## src/rtl/lfclk_rst_seq_pkg.sv

```systemverilog
// Shared definitions for lfclk_rst_seq: sequencer state encoding and divider sizing.
package lfclk_rst_seq_pkg;

    typedef enum logic [1:0] {
        S_RST  = 2'd0,
        S_HOLD = 2'd1,
        S_RUN  = 2'd2
    } seq_state_e;

    function automatic int unsigned acc_width(input int unsigned clk_hz);
        return $clog2(clk_hz) + 1;
    endfunction

endpackage

```

## src/rtl/sync_debounce.sv

```systemverilog
// Two-flop synchronizer followed by a stable-level debouncer; output resets to 0.
module sync_debounce #(
    parameter int unsigned DEB_CYCLES = 16000
) (
    input  logic clk,
    input  logic rst,
    input  logic din,
    output logic dout
);
    localparam int unsigned CW = $clog2(DEB_CYCLES + 1);

    logic [1:0]    sync_q, sync_d;
    logic [CW-1:0] cnt_q, cnt_d;
    logic          deb_q, deb_d;

    // Counter only runs while the synchronized level disagrees with the output.
    always_comb begin
        sync_d = {sync_q[0], din};
        cnt_d  = '0;
        deb_d  = deb_q;
        if (sync_q[1] != deb_q) begin
            if (cnt_q == CW'(DEB_CYCLES - 1)) begin
                deb_d = sync_q[1];
            end else begin
                cnt_d = cnt_q + 1'b1;
            end
        end
    end

    always_ff @(posedge clk) begin
        if (rst) begin
            sync_q <= '0;
            cnt_q  <= '0;
            deb_q  <= 1'b0;
        end else begin
            sync_q <= sync_d;
            cnt_q  <= cnt_d;
            deb_q  <= deb_d;
        end
    end

    assign dout = deb_q;

endmodule

```

## src/rtl/lfclk_rst_seq.sv

```systemverilog
// Fractional LF clock divider plus debounced SoC AON reset / wakeup conditioning.
// Define LFCLK_RST_SEQ_WAKE_DEB_EN to debounce the wakeup pin as well as the button.
module lfclk_rst_seq
    import lfclk_rst_seq_pkg::*;
#(
    parameter int unsigned CLK_HZ     = 16000000,
    parameter int unsigned LF_HZ      = 32768,
    parameter int unsigned DEB_CYCLES = 16000,
    parameter int unsigned HOLD_LF    = 8
) (
    input  logic       clk_16M,
    input  logic       reset_periph,
    input  logic       btn_rst_n,
    input  logic       wakeup_raw,
    output logic       lfclk,
    output logic       lf_tick,
    output logic       soc_erst_n,
    output logic       dwakeup_n,
    output logic [1:0] seq_state
);
    localparam int unsigned   AW   = acc_width(CLK_HZ);
    localparam logic [AW-1:0] STEP = AW'(2 * LF_HZ);
    localparam logic [AW-1:0] MOD  = AW'(CLK_HZ);
    localparam int unsigned   HW   = (HOLD_LF > 1) ? $clog2(HOLD_LF) : 1;

    logic btn_deb;
    logic wake_cond;

    sync_debounce #(.DEB_CYCLES(DEB_CYCLES)) u_btn_deb (
        .clk  (clk_16M),
        .rst  (reset_periph),
        .din  (btn_rst_n),
        .dout (btn_deb)
    );

`ifdef LFCLK_RST_SEQ_WAKE_DEB_EN
    sync_debounce #(.DEB_CYCLES(DEB_CYCLES)) u_wake_deb (
        .clk  (clk_16M),
        .rst  (reset_periph),
        .din  (wakeup_raw),
        .dout (wake_cond)
    );
`else
    logic [1:0] wake_sync_q, wake_sync_d;

    always_comb begin
        wake_sync_d = {wake_sync_q[0], wakeup_raw};
    end

    always_ff @(posedge clk_16M) begin
        if (reset_periph) begin
            wake_sync_q <= '0;
        end else begin
            wake_sync_q <= wake_sync_d;
        end
    end

    assign wake_cond = wake_sync_q[1];
`endif

    logic [AW-1:0] acc_q, acc_d, acc_sum;
    logic          lfclk_q, lfclk_d;
    logic          lf_tick_q, lf_tick_d;
    logic          dwakeup_n_q, dwakeup_n_d;

    always_comb begin
        acc_sum   = acc_q + STEP;
        acc_d     = acc_sum;
        lfclk_d   = lfclk_q;
        lf_tick_d = 1'b0;
        if (acc_sum >= MOD) begin
            acc_d     = acc_sum - MOD;
            lfclk_d   = ~lfclk_q;
            lf_tick_d = ~lfclk_q;
        end
        dwakeup_n_d = ~wake_cond;
    end

    always_ff @(posedge clk_16M) begin
        if (reset_periph) begin
            acc_q       <= '0;
            lfclk_q     <= 1'b0;
            lf_tick_q   <= 1'b0;
            dwakeup_n_q <= 1'b1;
        end else begin
            acc_q       <= acc_d;
            lfclk_q     <= lfclk_d;
            lf_tick_q   <= lf_tick_d;
            dwakeup_n_q <= dwakeup_n_d;
        end
    end

    seq_state_e    state_q, state_d;
    logic [HW-1:0] hold_q, hold_d;
    logic          erst_n_q, erst_n_d;

    // erst_n is registered from the next state so it is high exactly while in S_RUN.
    always_comb begin
        state_d = state_q;
        hold_d  = hold_q;
        if (!btn_deb) begin
            state_d = S_RST;
            hold_d  = '0;
        end else begin
            case (state_q)
                S_RST: begin
                    state_d = S_HOLD;
                    hold_d  = '0;
                end
                S_HOLD: begin
                    if (lf_tick_q) begin
                        if (hold_q == HW'(HOLD_LF - 1)) begin
                            state_d = S_RUN;
                            hold_d  = '0;
                        end else begin
                            hold_d = hold_q + 1'b1;
                        end
                    end
                end
                S_RUN: state_d = S_RUN;
                default: begin
                    state_d = S_RST;
                    hold_d  = '0;
                end
            endcase
        end
        erst_n_d = (state_d == S_RUN);
    end

    always_ff @(posedge clk_16M) begin
        if (reset_periph) begin
            state_q  <= S_RST;
            hold_q   <= '0;
            erst_n_q <= 1'b0;
        end else begin
            state_q  <= state_d;
            hold_q   <= hold_d;
            erst_n_q <= erst_n_d;
        end
    end

    assign lfclk      = lfclk_q;
    assign lf_tick    = lf_tick_q;
    assign soc_erst_n = erst_n_q;
    assign dwakeup_n  = dwakeup_n_q;
    assign seq_state  = state_q;

endmodule

```

## config.mk

```make
export PLATFORM = sky130hd
export DESIGN_NAME = lfclk_rst_seq
export DESIGN_NICKNAME = d
export VERILOG_FILES = /design/src/rtl/lfclk_rst_seq_pkg.sv /design/src/rtl/sync_debounce.sv /design/src/rtl/lfclk_rst_seq.sv
export SDC_FILE = /design/constraint.sdc
export NUM_CORES = 1
export LEC_CHECK = 0
export CAP_MARGIN = 15
export CORE_MARGIN = 10
export CORE_UTILIZATION = 25
export CTS_BUF_LIST = sky130_fd_sc_hd__clkbuf_4 sky130_fd_sc_hd__clkbuf_8 sky130_fd_sc_hd__clkbuf_16
export DETAILED_ROUTE_END_ITERATION = 12
export PLACE_DENSITY = 0.45
export SETUP_SLACK_MARGIN = 0.5
export SKIP_CTS_REPAIR_TIMING = 1
export SYNTH_ARGS = -nofsm -noshare
export SYNTH_HDL_FRONTEND = slang
export SYNTH_SLANG_ARGS = --single-unit
```

## constraint.sdc

```tcl
create_clock -name clk_16M -period 3.7 [get_ports clk_16M]
set_input_delay 0.555 -clock clk_16M [delete_from_list [all_inputs] [get_ports clk_16M]]
set_output_delay 0.555 -clock clk_16M [all_outputs]
set_load 0.005 [all_outputs]
```

==> results of run 1 <==
==> placed cells by master, fill, tap and decap left out, types with 2 or more instances in the layout <==
master and count:
nand4_1 5, a21oi_1 9, nand3_1 8, a21oi_2 4, a211oi_1 3, clkbuf_8 5, and2_1 2, mux2i_1 3
a21boi_2 2, clkdlybuf4s50_1 9, a32oi_1 2, o21ai_0 4, nor3_1 4, nand2_1 16, buf_4 2, ha_1 6
inv_1 8, and3b_1 2, xnor2_1 17, nand2b_1 5, dfxtp_1 43, nand3b_1 2, o21ai_1 2, or3_1 4
nor2_1 39, and3_1 2, nor2_2 2, xor2_1 13, nor2b_1 6
==> critical path, stage by stage (launching register included) <==
cell	delay [ns]
dfxtp_1	0.56
ha_1	0.47
buf_4	0.23
nand4_1	0.11
or3_1	0.40
o31a_4	0.39
nand2_4	0.15
mux2i_1	0.22
mux2_1	0.33
==> where the power goes <==
group | internal, mW | leakage, nW | total, mW | switching [mW]
clock network | 0.201 | 0.0581 | 0.370 | 0.169
registers | 0.468 | 0.348 | 0.479 | 0.0108
logic | 0.0200 | 0.477 | 0.0432 | 0.0232
==> per-stage QoR <==
stage               power [mW]  instance area [µm²]
finish                   0.892                 2570
global route             0.936                 2570
CTS                      0.911                 2560
detailed placement       0.533                 2450
global placement         0.533                 2450
floorplan                0.523                 2300
==> logic make-up after synthesis <==
logic type,share of synthesized area
AOI/OAI and AO/OA,0.162
xor gates and xnor gates,0.114
adders and majority gates,0.0326
buffers and inverters,0.0543
DFF,0.374
muxes,0.0179
and+or+nand+nor,0.245
==> how the worst max path moves through the flow <==
| stage | end | depth (start not counted) | startpoint |
|---|---|---|---|
| after floorplan | acc_q[18] | 9 | acc_q[16] |
| after global placement | acc_q[18] | 8 | acc_q[16] |
| after detailed placement | acc_q[18] | 8 | acc_q[16] |
| after CTS | acc_q[18] | 8 | acc_q[16] |
| after global routing | acc_q[18] | 8 | acc_q[16] |
| final | acc_q[18] | 8 | acc_q[16] |
==> sequential cells by signal (all words and copies together), names as in the netlist <==
name and count:
acc_q 15, dwakeup_n 1, hold_q 3, lf_tick 1, lfclk 1, seq_state 2, soc_erst_n 1, u_btn_deb.cnt_q 14
u_btn_deb.dout 1, u_btn_deb.sync_q 2, wake_sync_q 2
==> cell usage after synthesis, types with 2 or more instances <==
master     n
dfxtp_1   43
nor2_1    39
xnor2_1   17
nand2_1   16
xor2_1    13
a21oi_1    9
inv_1      8
nand3_1    8
ha_1       6
nor2b_1    6
clkbuf_1   5
nand2b_1   5
nand4_1    5
a21oi_2    4
nor3_1     4
o21ai_0    4
or3_1      4
a211oi_1   3
buf_2      3
buf_4      3
buf_6      3
mux2i_1    3
a21boi_2   2
a32oi_1    2
and2_1     2
and3_1     2
and3b_1    2
nand3b_1   2
nor2_2     2
o21ai_1    2
==> layout make-up <==
cell class,count,area (µm²)
Inverter,8,30.0
Tap cell,108,135
Multi-Input combinational cell,194,1330
Timing Repair Buffer,11,105
Clock inverter,3,43.8
Clock buffer,5,68.8
Sequential cell,43,861
Fill cell,962,6280
==> per-layer routing <==
layer	GRT usage	vias to the layer above	share of wire	wire, µm
met3	0.0217	2	0.035	158
li1	-	904	-	-
met1	0.0876	842	0.48	2180
met5	0	-	0	0
met4	0.0183	0	0.0018	8
met2	0.126	22	0.49	2230
==> impl_metrics.ini, run 1 <==
[power_and_ir_drop]
ir_drop_mv = 0.123
power.density_cell_area_mw_per_mm2 = 347
power.leakage_nw = 0.883

[sta]
slew_violations = 0
setup_slack_ns = 0.726
finalClockSkew_ns = 0.00416
final_period_util = 0.804
aggregate_negative_setup_slack_ns = 0
timing.final.setup_violations = 0
worst-slew-pin-transition_ns = 0.639
fin_worst_hold_slack_ns = 0.385
grt_setup_unrepaired = false
relSlewSlack = 0.570
timing_hold_violations_final = 0
final_period_minus_worst_setup_slack_ns = 2.97
maxClockFrequency_mhz = 336

[drt]
first_pass_iteration_count_of_the_detailed_router = 5
routed_wirelength_um = 4570
detail_route.wl_per_cell_um = 12.3
drt_iter0_drc = 88
drt-vias-per-instance = 4.76
drt_drc_violations_left = 0
postRouteAntennaNets = 0
vias = 1770

[setup_path]
crit_path_start_kind = flip-flop
r2r_cells = 8
worstReg2RegEnd = acc_q[18]
cp_max_fo = 13
required_ns = 3.88
worst_setup_slack_for_register_to_register_paths_ns = 0.73
worstSetupPathType = flip-flop to flip-flop
critPathCaptureType = flip-flop
crit-reg2reg-launch = acc_q[16]
cp.arrival_ns = 3.16

[synthesis]
synth_fp_nets = 270
ys_ff_latch = 43
yosys_warnings = 0
post_synth_num_cell_types = 63
number_of_enable_flip_flop_cells_after_synthesis = 0
netlist_top_cells_area = dfxtp_1, xnor2_1, nor2_1
post_synth_inst_count = 260
yosys.area.top_type_share = 0.374
async_flop_share = 0
synth_top_cell_by_area = dfxtp_1
netlist_area_mm2 = 0.00230
synth-seq-area-share = 0.374
post_synth.cell_area_avg_um2 = 8.86
synth_ff_type = dfxtp_1

[global_route]
pin_count_of_the_biggest_net_entering_global_routing = 27
global_route_wire_length_before_repair_um = 8110
grt_use_total = 0.0733
grt_pass1_vias = 1778
overflow = 0
antenna_found_initial = 0

[clock_network]
tritoncts = built
max-clock-path-buffers = 2
clkLatencyLatePin_ns = 0.29
number_of_levels_the_h_tree_was_split_into = 2
clock-sinks = 43
cts_buffers = 5
cts_root_buf = clkbuf_8
worst_setup_hold_path_clk_slew_ns = 0.09

[final_layout]
layout.core_utilization = 0.291
drive_gt1_frac = 0.106
flow.area_growth_from_synthesis_pct = 11.6
finalNonFillerCells = 372
antenna_cells_inserted = 0
fin_nets = 273

[floorplanning]
die_area_mm2 = 0.0135
io_pins = 10
initial_core_util = 0.260
rows = 34
die_h_um = 116
floorplan.die.width_um = 116
coreArea_mm2 = 0.00885

[placement]
port_buffers = 9
place.gp.congestion = 0.751
post-place-cells = 364
post-place-ws_ns = 0.697
dp_hpwl_um = 3280

[worst_hold_path]
holdCritPathClass = flip-flop to flip-flop
timing.hold.worst_path_depth = 1
timing.hold.worst.start = wake_sync_q[1]
min_delay_worst_endpoint = dwakeup_n

[run_status]
outcome = finished, final reports clean

[job]
max-cap-violations = 0
(Power assumes the default switching activity.)
==> run 2, diff against run 1 <==
Clock period 3.7 ns to 2.8 ns, I/O delays scaled along.
==> run 2 against run 1 <==
Net effect: global-route usage fell by 0.083 points; clock-buffer cell count did not move; sequential power rose by 30%; fmax rose by 32%; critical path depth did not move; setup slack got worse by 0.19 ns; final area rose by 7.6%; flip-flop and latch count did not move; worst hold slack got worse by 0.0033 ns; core utilization rose by 2.2 points; register-to-register slack got worse by 0.19 ns; sequential share of layout area fell by 2.0 points; critical path type unchanged; critical endpoint unchanged.
==> impl_metrics.ini, run 2 (synthesis results as in run 1) <==
[run_status]
outcome = finished, final reports clean

[drt]
detail_route.wl_per_cell_um = 12.1
first_pass_iteration_count_of_the_detailed_router = 5
drt_drc_violations_left = 0
drt_iter0_drc = 92
postRouteAntennaNets = 0
vias = 1808
drt-vias-per-instance = 4.68
routed_wirelength_um = 4690

[floorplanning]
rows = 34
initial_core_util = 0.260
floorplan.die.width_um = 116
coreArea_mm2 = 0.00885
die_h_um = 116
die_area_mm2 = 0.0135
io_pins = 10

[power_and_ir_drop]
ir_drop_mv = 0.186
p_total_mw = 1.20
power.share.sequential = 0.519
netsw_mw = 0.272
power.density_cell_area_mw_per_mm2 = 433
power.leakage_nw = 0.969
switching_fraction_of_total_power = 0.227
internal_power_component_mw = 0.926
share_clk_of_total_power = 0.407
power.combinational.fraction = 0.074

[setup_path]
required_ns = 3.00
worstSetupPathType = flip-flop to flip-flop
worstPathCellList = ha_4 -> buf_6 -> nand4_1 -> or3_4 -> o31a_4 -> nand2_8 -> mux2i_1 -> mux2_1
crit_path_start_kind = flip-flop
cp.arrival_ns = 2.46
cpMaxStageDelayCell = o31a_4
cp_max_fo = 7
cpPeakStageDelay_ns = 0.40
critPathCaptureType = flip-flop
category_of_cells_accounting_for_the_largest_share_of_critical_path_delay = simple AND/OR/NAND/NOR gates
worst-path-buf-inv = 1

[sta]
final_period_minus_worst_setup_slack_ns = 2.26
grt_setup_unrepaired = true
maxClockFrequency_mhz = 442
final_period_util = 0.807
fin_worst_hold_slack_ns = 0.382
relSlewSlack = 0.594
timing_hold_violations_final = 0
timing.final.setup_violations = 0
worst-slew-pin-transition_ns = 0.603
aggregate_negative_setup_slack_ns = 0
finalClockSkew_ns = 0.0104
slew_violations = 0

[clock_network]
worst_setup_hold_path_clk_slew_ns = 0.09
clkLatencyLatePin_ns = 0.30
max-clock-path-buffers = 2
clock-sinks = 43
tritoncts = built
number_of_levels_the_h_tree_was_split_into = 2
cts_buffers = 5
cts_root_buf = clkbuf_8

[worst_hold_path]
holdCritPathClass = flip-flop to flip-flop

[final_layout]
commonest_cells_after_routing_fill_and_taps_aside = nor2_1, dfxtp_1, xnor2_1
drive_gt1_frac = 0.187
antenna_cells_inserted = 0
final_common_cell = nor2_1
reg_top3 = acc_q (15), u_btn_deb.cnt_q (14), hold_q (3)
largest_reg_flops = 15
flow.area_growth_from_synthesis_pct = 20.1
max_flop_register = acc_q
fin_nets = 287

[global_route]
overflow = 0
antenna_found_initial = 0
pin_count_of_the_biggest_net_entering_global_routing = 26
global_route_wire_length_before_repair_um = 8110
grt_use_total = 0.0724
grt_pass1_vias = 1754

[placement]
place.gp.congestion = 0.817
dp_hpwl_um = 3340
port_buffers = 9

[job]
max-cap-violations = 0
-- run 2: area by class of cell --
type	instances	area, µm²
Fill cell	940	6080
Multi-Input combinational cell	194	1380
Sequential cell	43	872
Timing Repair Buffer	25	241
Tap cell	108	135
Clock buffer	5	68.8
Clock inverter	3	43.8
Inverter	8	30.0
-- run 2: layer usage --
| layer | track usage | vias to the layer above | wire [µm] |
|---|---|---|---|
| met5 | 0 | - | 0 |
| met4 | 0.0225 | 0 | 78 |
| met3 | 0.0196 | 9 | 123 |
| met2 | 0.120 | 19 | 2200 |
| met1 | 0.0892 | 844 | 2280 |
| li1 | - | 936 | - |
-- run 2: path summary, 6_finish.rpt --
path	startpoint	to	slack, ns	depth (start not counted)
worst min-delay path	wake_sync_q[1]	dwakeup_n	0.38	1
worst max-delay path	acc_q[16]	acc_q[18]	0.54	8
worst min register to register	wake_sync_q[1]	dwakeup_n	0.38	1
worst max register to register	acc_q[16]	acc_q[18]	0.54	8
-- run 2: metrics by stage --
stage / cell area [µm²] / instances / setup WS, ns / utilization
after floorplan: 2300 / 260 / 0.621 / -
after global placement: 2490 / 370 / 0.384 / 0.282
after detailed placement: 2490 / 370 / 0.343 / 0.282
after CTS: 2610 / 378 / 0.332 / 0.295
after global routing: 2770 / 386 / 0.438 / 0.313
final: 2770 / 386 / 0.540 / 0.313
-- run 2: power groups by stage --
stage	logic [mW]	clock network, mW	registers (mW)
2_1_floorplan	0.0558	0	0.635
3_3_place_gp	0.0763	0	0.638
3_5_place_dp	0.0741	0	0.638
4_1_cts	0.0746	0.512	0.624
5_1_grt	0.0978	0.526	0.624
6_report	0.0886	0.487	0.623
==> run 3, diff against run 2 <==
Clock period 2.8 ns to 2.3 ns, I/O delays scaled along.
==> run 3 against run 2 <==
Net effect: global-route usage increased by 0.43 points; clock power grew 1%; worst hold slack got worse by 0.0011 ns; fmax is 4.1% higher; non-clock buffer count increased by 14; critical path type unchanged; critical endpoint unchanged.
==> impl_metrics.ini, run 3 (synthesis results as in run 1) <==
[power_and_ir_drop]
share_clk_of_total_power = 0.360
power.density_cell_area_mw_per_mm2 = 474
power.combinational.fraction = 0.083
netsw_mw = 0.334
power.leakage_nw = 1.05
power.share.sequential = 0.557
ir_drop_mv = 0.185
internal_power_component_mw = 1.03
p_total_mw = 1.37
switching_fraction_of_total_power = 0.244

[placement]
place.gp.congestion = 0.773
dp_hpwl_um = 3550
post-place-cells = 381
port_buffers = 9

[drt]
vias = 1859
detail_route.wl_per_cell_um = 12.6
drt-vias-per-instance = 4.65
routed_wirelength_um = 5030
postRouteAntennaNets = 0
first_pass_iteration_count_of_the_detailed_router = 5
drt_iter0_drc = 79
drt_drc_violations_left = 0

[sta]
timing_hold_violations_final = 0
finalClockSkew_ns = 0.00529
aggregate_negative_setup_slack_ns = 0
final_period_util = 0.944
timing.final.setup_violations = 0
maxClockFrequency_mhz = 461
grt_setup_unrepaired = true
relSlewSlack = 0.763
slew_violations = 0
final_period_minus_worst_setup_slack_ns = 2.17
worst-slew-pin-transition_ns = 0.355

[worst_hold_path]
holdCritPathClass = flip-flop to flip-flop

[final_layout]
final_common_cell = nor2_1
commonest_cells_after_routing_fill_and_taps_aside = nor2_1, dfxtp_1, buf_4
fin_nets = 301
largest_reg_flops = 15
flow.area_growth_from_synthesis_pct = 25.3
max_flop_register = acc_q
n_fill_cell = 928
antenna_cells_inserted = 0
finalNonFillerCells = 400
drive_gt1_frac = 0.260
reg_top3 = acc_q (15), u_btn_deb.cnt_q (14), hold_q (3)

[clock_network]
cts_root_buf = clkbuf_8
clock-sinks = 43
clkLatencyLatePin_ns = 0.29
worst_setup_hold_path_clk_slew_ns = 0.09
cts_buffers = 5
max-clock-path-buffers = 2
number_of_levels_the_h_tree_was_split_into = 2
tritoncts = built

[floorplanning]
initial_core_util = 0.260
io_pins = 10
rows = 34
coreArea_mm2 = 0.00885
die_area_mm2 = 0.0135
floorplan.die.width_um = 116
die_h_um = 116

[global_route]
grt_pass1_vias = 1783
antenna_found_initial = 0
global_route_wire_length_before_repair_um = 8500
pin_count_of_the_biggest_net_entering_global_routing = 26
grt_use_total = 0.0768
overflow = 0

[setup_path]
worst_setup_slack_for_register_to_register_paths_ns = 0.13
crit_path_start_kind = flip-flop
cp_max_fo = 7
required_ns = 2.48
cp.arrival_ns = 2.36
critPathCaptureType = flip-flop
worstSetupPathType = flip-flop to flip-flop

[run_status]
outcome = finished, final reports clean

[job]
max-cap-violations = 0
==> run 3: path summary, 6_finish.rpt <==
path	endpoint	cells after the start	startpoint
setup / recovery	acc_q[18]	7	acc_q[16]
hold / removal	dwakeup_n	1	wake_sync_q[1]
setup reg to reg	acc_q[18]	7	acc_q[16]
hold reg to reg	dwakeup_n	1	wake_sync_q[1]
==> run 3: final cells by class <==
type                    count  area (µm²)  share of cell area
multi-input cells         194        1420               0.492
flip-flops and latches     43         875               0.303
repair buffers             39         339               0.117
well taps                 108         135              0.0468
clock buffers               6        76.3              0.0264
inverters                   8        30.0              0.0104
clock inverters             2        12.5             0.00433
==> run 3: worst max-delay path: stages, from the launching register on <==
cell,delay [ns]
dfxtp_4,0.38
ha_4,0.18
nand4_1,0.14
or3_4,0.36
o31a_4,0.40
nand2_4,0.07
mux2i_1,0.19
mux2_1,0.33
==> run 3: metrics by stage <==
| step | util | hold WS, ns | area, µm² | setup slack, ns |
|---|---|---|---|---|
| floorplan | - | 0.356 | 2320 | 0.174 |
| global placement | 0.294 | 0.380 | 2610 | 0.0597 |
| detailed placement | 0.294 | 0.367 | 2610 | 0.0424 |
| CTS | 0.304 | 0.388 | 2690 | 0.0265 |
| global route | 0.326 | 0.400 | 2890 | 0.0643 |
| finish | 0.326 | 0.381 | 2890 | 0.129 |
==> run 3: power groups by stage <==
stage / sequential, mW / clock, mW / combinational [mW]
finish: 0.762 / 0.493 / 0.113
global route: 0.764 / 0.540 / 0.125
CTS: 0.764 / 0.516 / 0.0966
detailed placement: 0.782 / 0 / 0.0967
global placement: 0.781 / 0 / 0.0975
floorplan: 0.776 / 0 / 0.0721
==> run 3: routing by layer <==
layer	track usage	vias to the layer above	wire [µm]
met5	0	-	0
met4	0.0225	0	46
met3	0.0186	6	176
met2	0.122	27	2350
met1	0.101	863	2460
li1	-	963	-
